`src/rtl/xbar_pkg.sv`:
```
// Shared types and sel-word layout helpers for the 4x4 crossbar scheduler.
package xbar_pkg;

    localparam int PORTS = 4;
    localparam int PW    = 2;

    typedef enum logic [1:0] {
        IDLE = 2'd0,
        CONN = 2'd1,
        RLS  = 2'd2
    } rx_state_t;

    // LSB of the demux field of tx port tx inside the sel word
    function automatic int demux_lsb(input int tx);
        return (2 * PW) * tx;
    endfunction

    // LSB of the mux field of rx port rx inside the sel word
    function automatic int mux_lsb(input int rx);
        return (2 * PW) * rx + PW;
    endfunction

    function automatic logic [PW-1:0] dst_of(input logic [PW*PORTS-1:0] dst, input int tx);
        return dst[PW*tx +: PW];
    endfunction

endpackage

```
`src/rtl/xbar_sched_rr_arbiter.sv`:
```
// Round-robin arbiter: first requester at or after ptr wins (wrapping).
module rr_arbiter
    import xbar_pkg::*;
(
    input  logic [PORTS-1:0] req,
    input  logic [PW-1:0]    ptr,
    output logic [PORTS-1:0] gnt,
    output logic [PW-1:0]    idx,
    output logic             any_valid
);

    // Scan requesters starting at ptr; the first hit is the winner
    always_comb begin
        logic [PW-1:0] cand_s;
        gnt       = '0;
        idx       = '0;
        any_valid = 1'b0;
        cand_s    = '0;
        for (int k = 0; k < PORTS; k++) begin
            cand_s = ptr + PW'(k);
            if (!any_valid && req[cand_s]) begin
                any_valid   = 1'b1;
                idx         = cand_s;
                gnt[cand_s] = 1'b1;
            end else begin
                any_valid = any_valid;
            end
        end
    end

endmodule

```
`src/rtl/xbar_sched.sv`:
```
// Crossbar scheduler: per-rx round-robin FSMs with hold timeout, driving the
// switch sel word and registered grant/busy/preempt qualifiers.
module xbar_sched
    import xbar_pkg::*;
#(
    parameter int MAX_HOLD = 255
) (
    input  logic                 clk,
    input  logic                 rst,
    input  logic [PORTS-1:0]     req_valid,
    input  logic [PW*PORTS-1:0]  req_dst,
    output logic [PORTS-1:0]     grant,
    output logic [4*PORTS-1:0]   sel,
    output logic [PORTS-1:0]     rx_busy,
    output logic [PORTS-1:0]     preempt
);

    localparam int HW = (MAX_HOLD > 0) ? $clog2(MAX_HOLD + 1) : 1;
    typedef logic [HW-1:0] hold_t;
    localparam hold_t HOLD_MAX = hold_t'(MAX_HOLD);

    rx_state_t        state_r   [PORTS];
    rx_state_t        state_s   [PORTS];
    logic [PW-1:0]    owner_r   [PORTS];
    logic [PW-1:0]    owner_s   [PORTS];
    logic [PW-1:0]    ptr_r     [PORTS];
    logic [PW-1:0]    ptr_s     [PORTS];
    hold_t            hold_r    [PORTS];
    hold_t            hold_s    [PORTS];
    logic [PORTS-1:0] cont_s    [PORTS];
    logic [PORTS-1:0] arb_gnt_s [PORTS];
    logic [PW-1:0]    arb_idx_s [PORTS];
    logic [PORTS-1:0] arb_any_s;
    logic [PORTS-1:0] grant_s;
    logic [PORTS-1:0] busy_s;
    logic [PORTS-1:0] preempt_s;
    logic [4*PORTS-1:0] sel_s;

    // Contenders per rx: ungranted tx ports requesting that rx
    always_comb begin
        for (int j = 0; j < PORTS; j++) begin
            cont_s[j] = '0;
            for (int i = 0; i < PORTS; i++) begin
                cont_s[j][i] = req_valid[i] && (dst_of(req_dst, i) == PW'(j)) && !grant[i];
            end
        end
    end

    for (genvar j = 0; j < PORTS; j++) begin : g_arb
        rr_arbiter u_arb (
            .req       (cont_s[j]),
            .ptr       (ptr_r[j]),
            .gnt       (arb_gnt_s[j]),
            .idx       (arb_idx_s[j]),
            .any_valid (arb_any_s[j])
        );
    end

    // Per-rx next state: arbitration, voluntary release, hold-timeout preemption
    always_comb begin
        preempt_s = '0;
        for (int j = 0; j < PORTS; j++) begin
            state_s[j] = state_r[j];
            owner_s[j] = owner_r[j];
            ptr_s[j]   = ptr_r[j];
            hold_s[j]  = hold_r[j];
            case (state_r[j])
                IDLE: begin
                    if (arb_any_s[j]) begin
                        state_s[j] = CONN;
                        owner_s[j] = arb_idx_s[j];
                        ptr_s[j]   = arb_idx_s[j] + PW'(1);
                        hold_s[j]  = '0;
                    end else begin
                        state_s[j] = IDLE;
                    end
                end
                CONN: begin
                    if (!req_valid[owner_r[j]] ||
                        (dst_of(req_dst, int'(owner_r[j])) != PW'(j))) begin
                        state_s[j] = IDLE;
                    end else if ((hold_r[j] == HOLD_MAX) && (|cont_s[j])) begin
                        state_s[j]            = RLS;
                        preempt_s[owner_r[j]] = 1'b1;
                    end else if (hold_r[j] != HOLD_MAX) begin
                        hold_s[j] = hold_r[j] + hold_t'(1'b1);
                    end else begin
                        hold_s[j] = hold_r[j];
                    end
                end
                RLS: begin
                    state_s[j] = IDLE;
                end
                default: begin
                    state_s[j] = IDLE;
                end
            endcase
        end
    end

    // Output assembly from the next connection set; fresh grants take the arbiter one-hot
    always_comb begin
        grant_s = '0;
        sel_s   = '0;
        busy_s  = '0;
        for (int j = 0; j < PORTS; j++) begin
            if (state_s[j] == CONN) begin
                if (state_r[j] == IDLE) begin
                    grant_s = grant_s | arb_gnt_s[j];
                end else begin
                    grant_s[owner_r[j]] = 1'b1;
                end
                sel_s[demux_lsb(int'(owner_s[j])) +: PW] = PW'(j);
                sel_s[mux_lsb(j) +: PW]                  = owner_s[j];
                busy_s[j]                                = 1'b1;
            end else begin
                busy_s[j] = 1'b0;
            end
        end
    end

    // State and output registers
    always_ff @(posedge clk) begin
        if (rst) begin
            for (int j = 0; j < PORTS; j++) begin
                state_r[j] <= IDLE;
                owner_r[j] <= '0;
                ptr_r[j]   <= '0;
                hold_r[j]  <= '0;
            end
            grant   <= '0;
            sel     <= '0;
            rx_busy <= '0;
            preempt <= '0;
        end else begin
            for (int j = 0; j < PORTS; j++) begin
                state_r[j] <= state_s[j];
                owner_r[j] <= owner_s[j];
                ptr_r[j]   <= ptr_s[j];
                hold_r[j]  <= hold_s[j];
            end
            grant   <= grant_s;
            sel     <= sel_s;
            rx_busy <= busy_s;
            preempt <= preempt_s;
        end
    end

endmodule

```
`config.mk`:
```
export PLATFORM = sky130hd
export DESIGN_NAME = xbar_sched
export DESIGN_NICKNAME = d
export VERILOG_FILES = /design/src/rtl/xbar_pkg.sv /design/src/rtl/xbar_sched_rr_arbiter.sv /design/src/rtl/xbar_sched.sv
export SDC_FILE = /design/constraint.sdc
export NUM_CORES = 1
export LEC_CHECK = 0
export CAP_MARGIN = 20
export CELL_PAD_IN_SITES_DETAIL_PLACEMENT = 1
export CELL_PAD_IN_SITES_GLOBAL_PLACEMENT = 1
export CORE_MARGIN = 2
export CORE_UTILIZATION = 41
export DETAILED_ROUTE_END_ITERATION = 7
export PLACE_DENSITY = 0.79
export SETUP_SLACK_MARGIN = 0.2
export SYNTH_ARGS = -nofsm -noshare
export SYNTH_HDL_FRONTEND = slang
export SYNTH_SLANG_ARGS = --single-unit
```
`constraint.sdc`:
```
create_clock -name clk -period 2.35 [get_ports clk]
set_input_delay 0.235 -clock clk [delete_from_list [all_inputs] [get_ports clk]]
set_output_delay 0.235 -clock clk [all_outputs]
set_load 0.005 [all_outputs]
```
==> impl_results.md <==
- Run status: complete, but fails checks
- Failing checks: negative setup slack
- Depth of the worst register-to-register path: 8
- Switching part of the total: 0.432
- Combined area of all synthesized cells: 6100 um^2
- First-pass iteration count of the detailed router: 8
- Root Buffer: clkbuf_16
- Hold Slack: 0.540 ns
- Layout Cell Area excl Fill: 9700 um^2
- CTS buffer count: 9
- Top-area cell type share of the netlist area: 0.276
- Global routing usage summed across all routing layers: 0.336
- Net count of the finished layout: 1002
- Half-perimeter wire length after placement: 17200 um
- Cell accounting for the most synthesized area: dfxtp_1
- CP max FO: 6
- IO Port Bufs: 41
- Overflow left after global routing: 0
- Max clock buf depth: 2
- Die width: 126 um
- Via density per instance: 6.87
- Number of cell rows: 44
- Internal power: 0.00447 W
- Clock group share of total power: 0.186
- Cell family with most CP delay: compound AO/OA/AOI/OAI gates
- Area enclosed by the die boundary: 15900 um^2
- Startpoint type of the worst setup path: register
- Share of total power in sequential cells: 0.229
- Register area share after synthesis: 0.276
- Worst setup skew after layout: 0.0163 ns
- Clock Sink Count: 84
- Worst vdd ir: 0.000602 V
- First-pass GRT wire length: 42400 um
- Leak: 3.71 nW
- Area after DPL: 7870 um^2
- Later-pin clock latency in the skew report: 0.37 ns
- Cell breakdown of the critical path: nand4b_1, mux4_2, buf_4, and2_4, a22oi_1, a21o_1, a21oi_1, a221o_1
- Count of final hold-check violations: 0
- Tcrit/Tclk final: 1.15
- Gp weighted congestion: 0.921
- Count of flip-flops with a built-in enable after synthesis: 0
- I/O pins: 42
- Synthesis-stage register bit count: 84
- Smallest setup slack after layout: -0.355 ns
- Total number of vias: 7918
- Power per Cell Area: 810 nW/um^2
- H-tree depth: 3
- Worst path depth: 8
- Number of nets in the synthesized netlist: 776
- Clock transition at the registers of the reported paths: 0.07 ns
- CTS tree: built
- CP Launch Point: grant[2]
- Top FF cell, synth: dfxtp_1
- Average routed wire per standard cell: 29.3 um
- DRC: 0
- Share of cells above drive strength 1: 0.461
- Worst r2r dst: grant[0]
- Starting density of the core: 0.420
- Reg2reg start: grant[2]
- Max-cap check violation count: 0
- Slowest-stage cell, CP: mux4_2
- Ys Warns: 0
- Part of the total power dissipated in combinational logic: 0.585
- Die Span Y: 126 um
- Drt total wl: 33800 um
- Area of the core: 14500 um^2
- Number of global-route vias before repair: 7763
- Synth-to-Final Area Change: 59.0%
- Remaining antenna violation count: 0
- Setup_tns: -5.10 ns
- Maximum number of pins on one net before global-route repair: 27
- Switching power: 0.00339 W
- Type of the worst setup path: reg2reg
- Remaining max-slew budget at the tightest pin: 0.530
- Crit path arrival time: 2.95 ns
- Crit path capture: grant[0]
- FF-to-FF setup slack: -0.35 ns
- Proportion of synthesized flip-flops having asynchronous set or reset: 0
- Min Clock Period, post-route: 2.70 ns
- Maximum achievable frequency: 370 MHz
- Ant diodes: 0
- Bufs and invs on worst path: 1
- Critical Path End Type: register
- Class of the most critical hold timing path: reg2reg
- Tightest Pin Transition: 0.702 ns
- Data required time at the worst endpoint: 2.59 ns
- Max stage delay on crit path: 0.67 ns
- Initial DRC count: 906
- Setup violators final: 38
- Area contributors post-synth: dfxtp_1 28%, mux4_2 5.5%, ha_1 4.9%
- Pre-CTS setup slack: -0.672 ns
- Unrepaired setup endpoints after global routing: yes
- Cell count after synthesis: 738
- Number of slew-limit violations in the final report: 0
- Initial antenna violation count: 0
- Per-instance average area after synthesis: 8.27 um^2
- Count of different cell masters after synthesis: 84
[logic make-up (layout without fill, tap and decap cells)]
kind of cell | count (synthesis) | after routing | share of synthesized area
fa+ha+maj | 24 | 24 | 0.0492
flops | 84 | 84 | 0.276
buf+inv | 75 | 306 | 0.0549
mux | 27 | 27 | 0.0756
xor+xnor | 24 | 24 | 0.0344
simple gates | 320 | 320 | 0.293
compound gates | 184 | 184 | 0.217
[layout make-up]
cell class,count,area (um^2)
Inverter,31,125
Fill cell,1601,4830
Clock buffer,9,225
Timing Repair Buffer,259,2230
Sequential cell,84,1710
Tap cell,184,230
Multi-Input combinational cell,579,5120
Clock inverter,7,70.1
[per-layer routing]
metal	up-vias	track usage	wire [um]
met5	-	0	0
met4	0	0.183	2670
met3	257	0.0714	2340
met2	526	0.612	16700
met1	3912	0.360	12100
li1	3223	-	-
[worst reg2reg max path, stage by stage (launching register included)]
cell      delay, ns
dfxtp_4        0.37
nand4b_1       0.40
mux4_2         0.67
buf_4          0.18
and2_4         0.16
a22oi_1        0.20
a21o_1         0.17
a21oi_1        0.13
a221o_1        0.30
[timing repair]
| item | CTS | global route |
|---|---|---|
| hold buffers | 0 | 0 |
| gates cloned | 3 | 1 |
| resized for setup | 126 | 138 |
| pin swaps | 48 | 62 |
| endpoints found under the setup margin | 76 | 76 |
| buffers inserted | 34 | 23 |
[power groups by stage]
stage                     combinational, W  clock, W  sequential, W
after floorplan                    0.00186         0        0.00177
after global placement             0.00291         0        0.00177
after detailed placement           0.00306         0        0.00178
after CTS                          0.00358   0.00144        0.00175
after global routing               0.00476   0.00151        0.00181
final                              0.00460   0.00146        0.00180
[synth_stat cells (all sizes together), types with 13 or more instances]
| cell | count |
|---|---|
| or3 | 14 |
| nand3 | 34 |
| xor2 | 14 |
| o21ai | 37 |
| clkbuf | 21 |
| nor3 | 27 |
| nand2 | 48 |
| nor2 | 77 |
| a21oi | 38 |
| ha | 24 |
| inv | 30 |
| o211ai | 13 |
| nor2b | 15 |
| dfxtp | 84 |
| mux4 | 15 |
| buf | 23 |
[layout by cell type (no fill, tap or decap), types with 14 or more instances in the layout]
cell type and n:
dfxtp_1 73, nor2_1 67, inv_1 25, buf_6 44
clkdlybuf4s50_1 29, nand2_1 40, mux4_2 15, o21ai_0 19
a21oi_2 14, buf_4 167, a21oi_1 23, ha_1 21
nand3_1 27
[worst min path at each step]
stage                            start           end  slack [ns]  depth (start not counted)
after floorplan                    rst       sel[10]        0.43                          2
after global placement    hold_r[3][1]  hold_r[3][1]        0.47                          2
after detailed placement  hold_r[3][1]  hold_r[3][1]        0.50                          2
after CTS                 hold_r[1][4]  hold_r[1][4]        0.51                          2
after global routing      hold_r[3][1]  hold_r[3][1]        0.57                          2
final                     hold_r[1][6]  hold_r[1][6]        0.54                          2
[per-stage QoR]
stage                     power, W   util  instances
after floorplan            0.00363      -        738
after global placement     0.00468  0.541       1076
after detailed placement   0.00484  0.541       1076
after CTS                  0.00678  0.615       1129
after global routing       0.00808  0.668       1153
final                      0.00786  0.668       1153
[state kept, by name, summed over array words and instances, names as in the netlist]
register,cells
grant,4
hold_r,32
owner_r,8
preempt,4
ptr_r,8
rx_busy,4
sel,16
state_r,8
No activity file was read; power rests on OpenSTA's default activity.
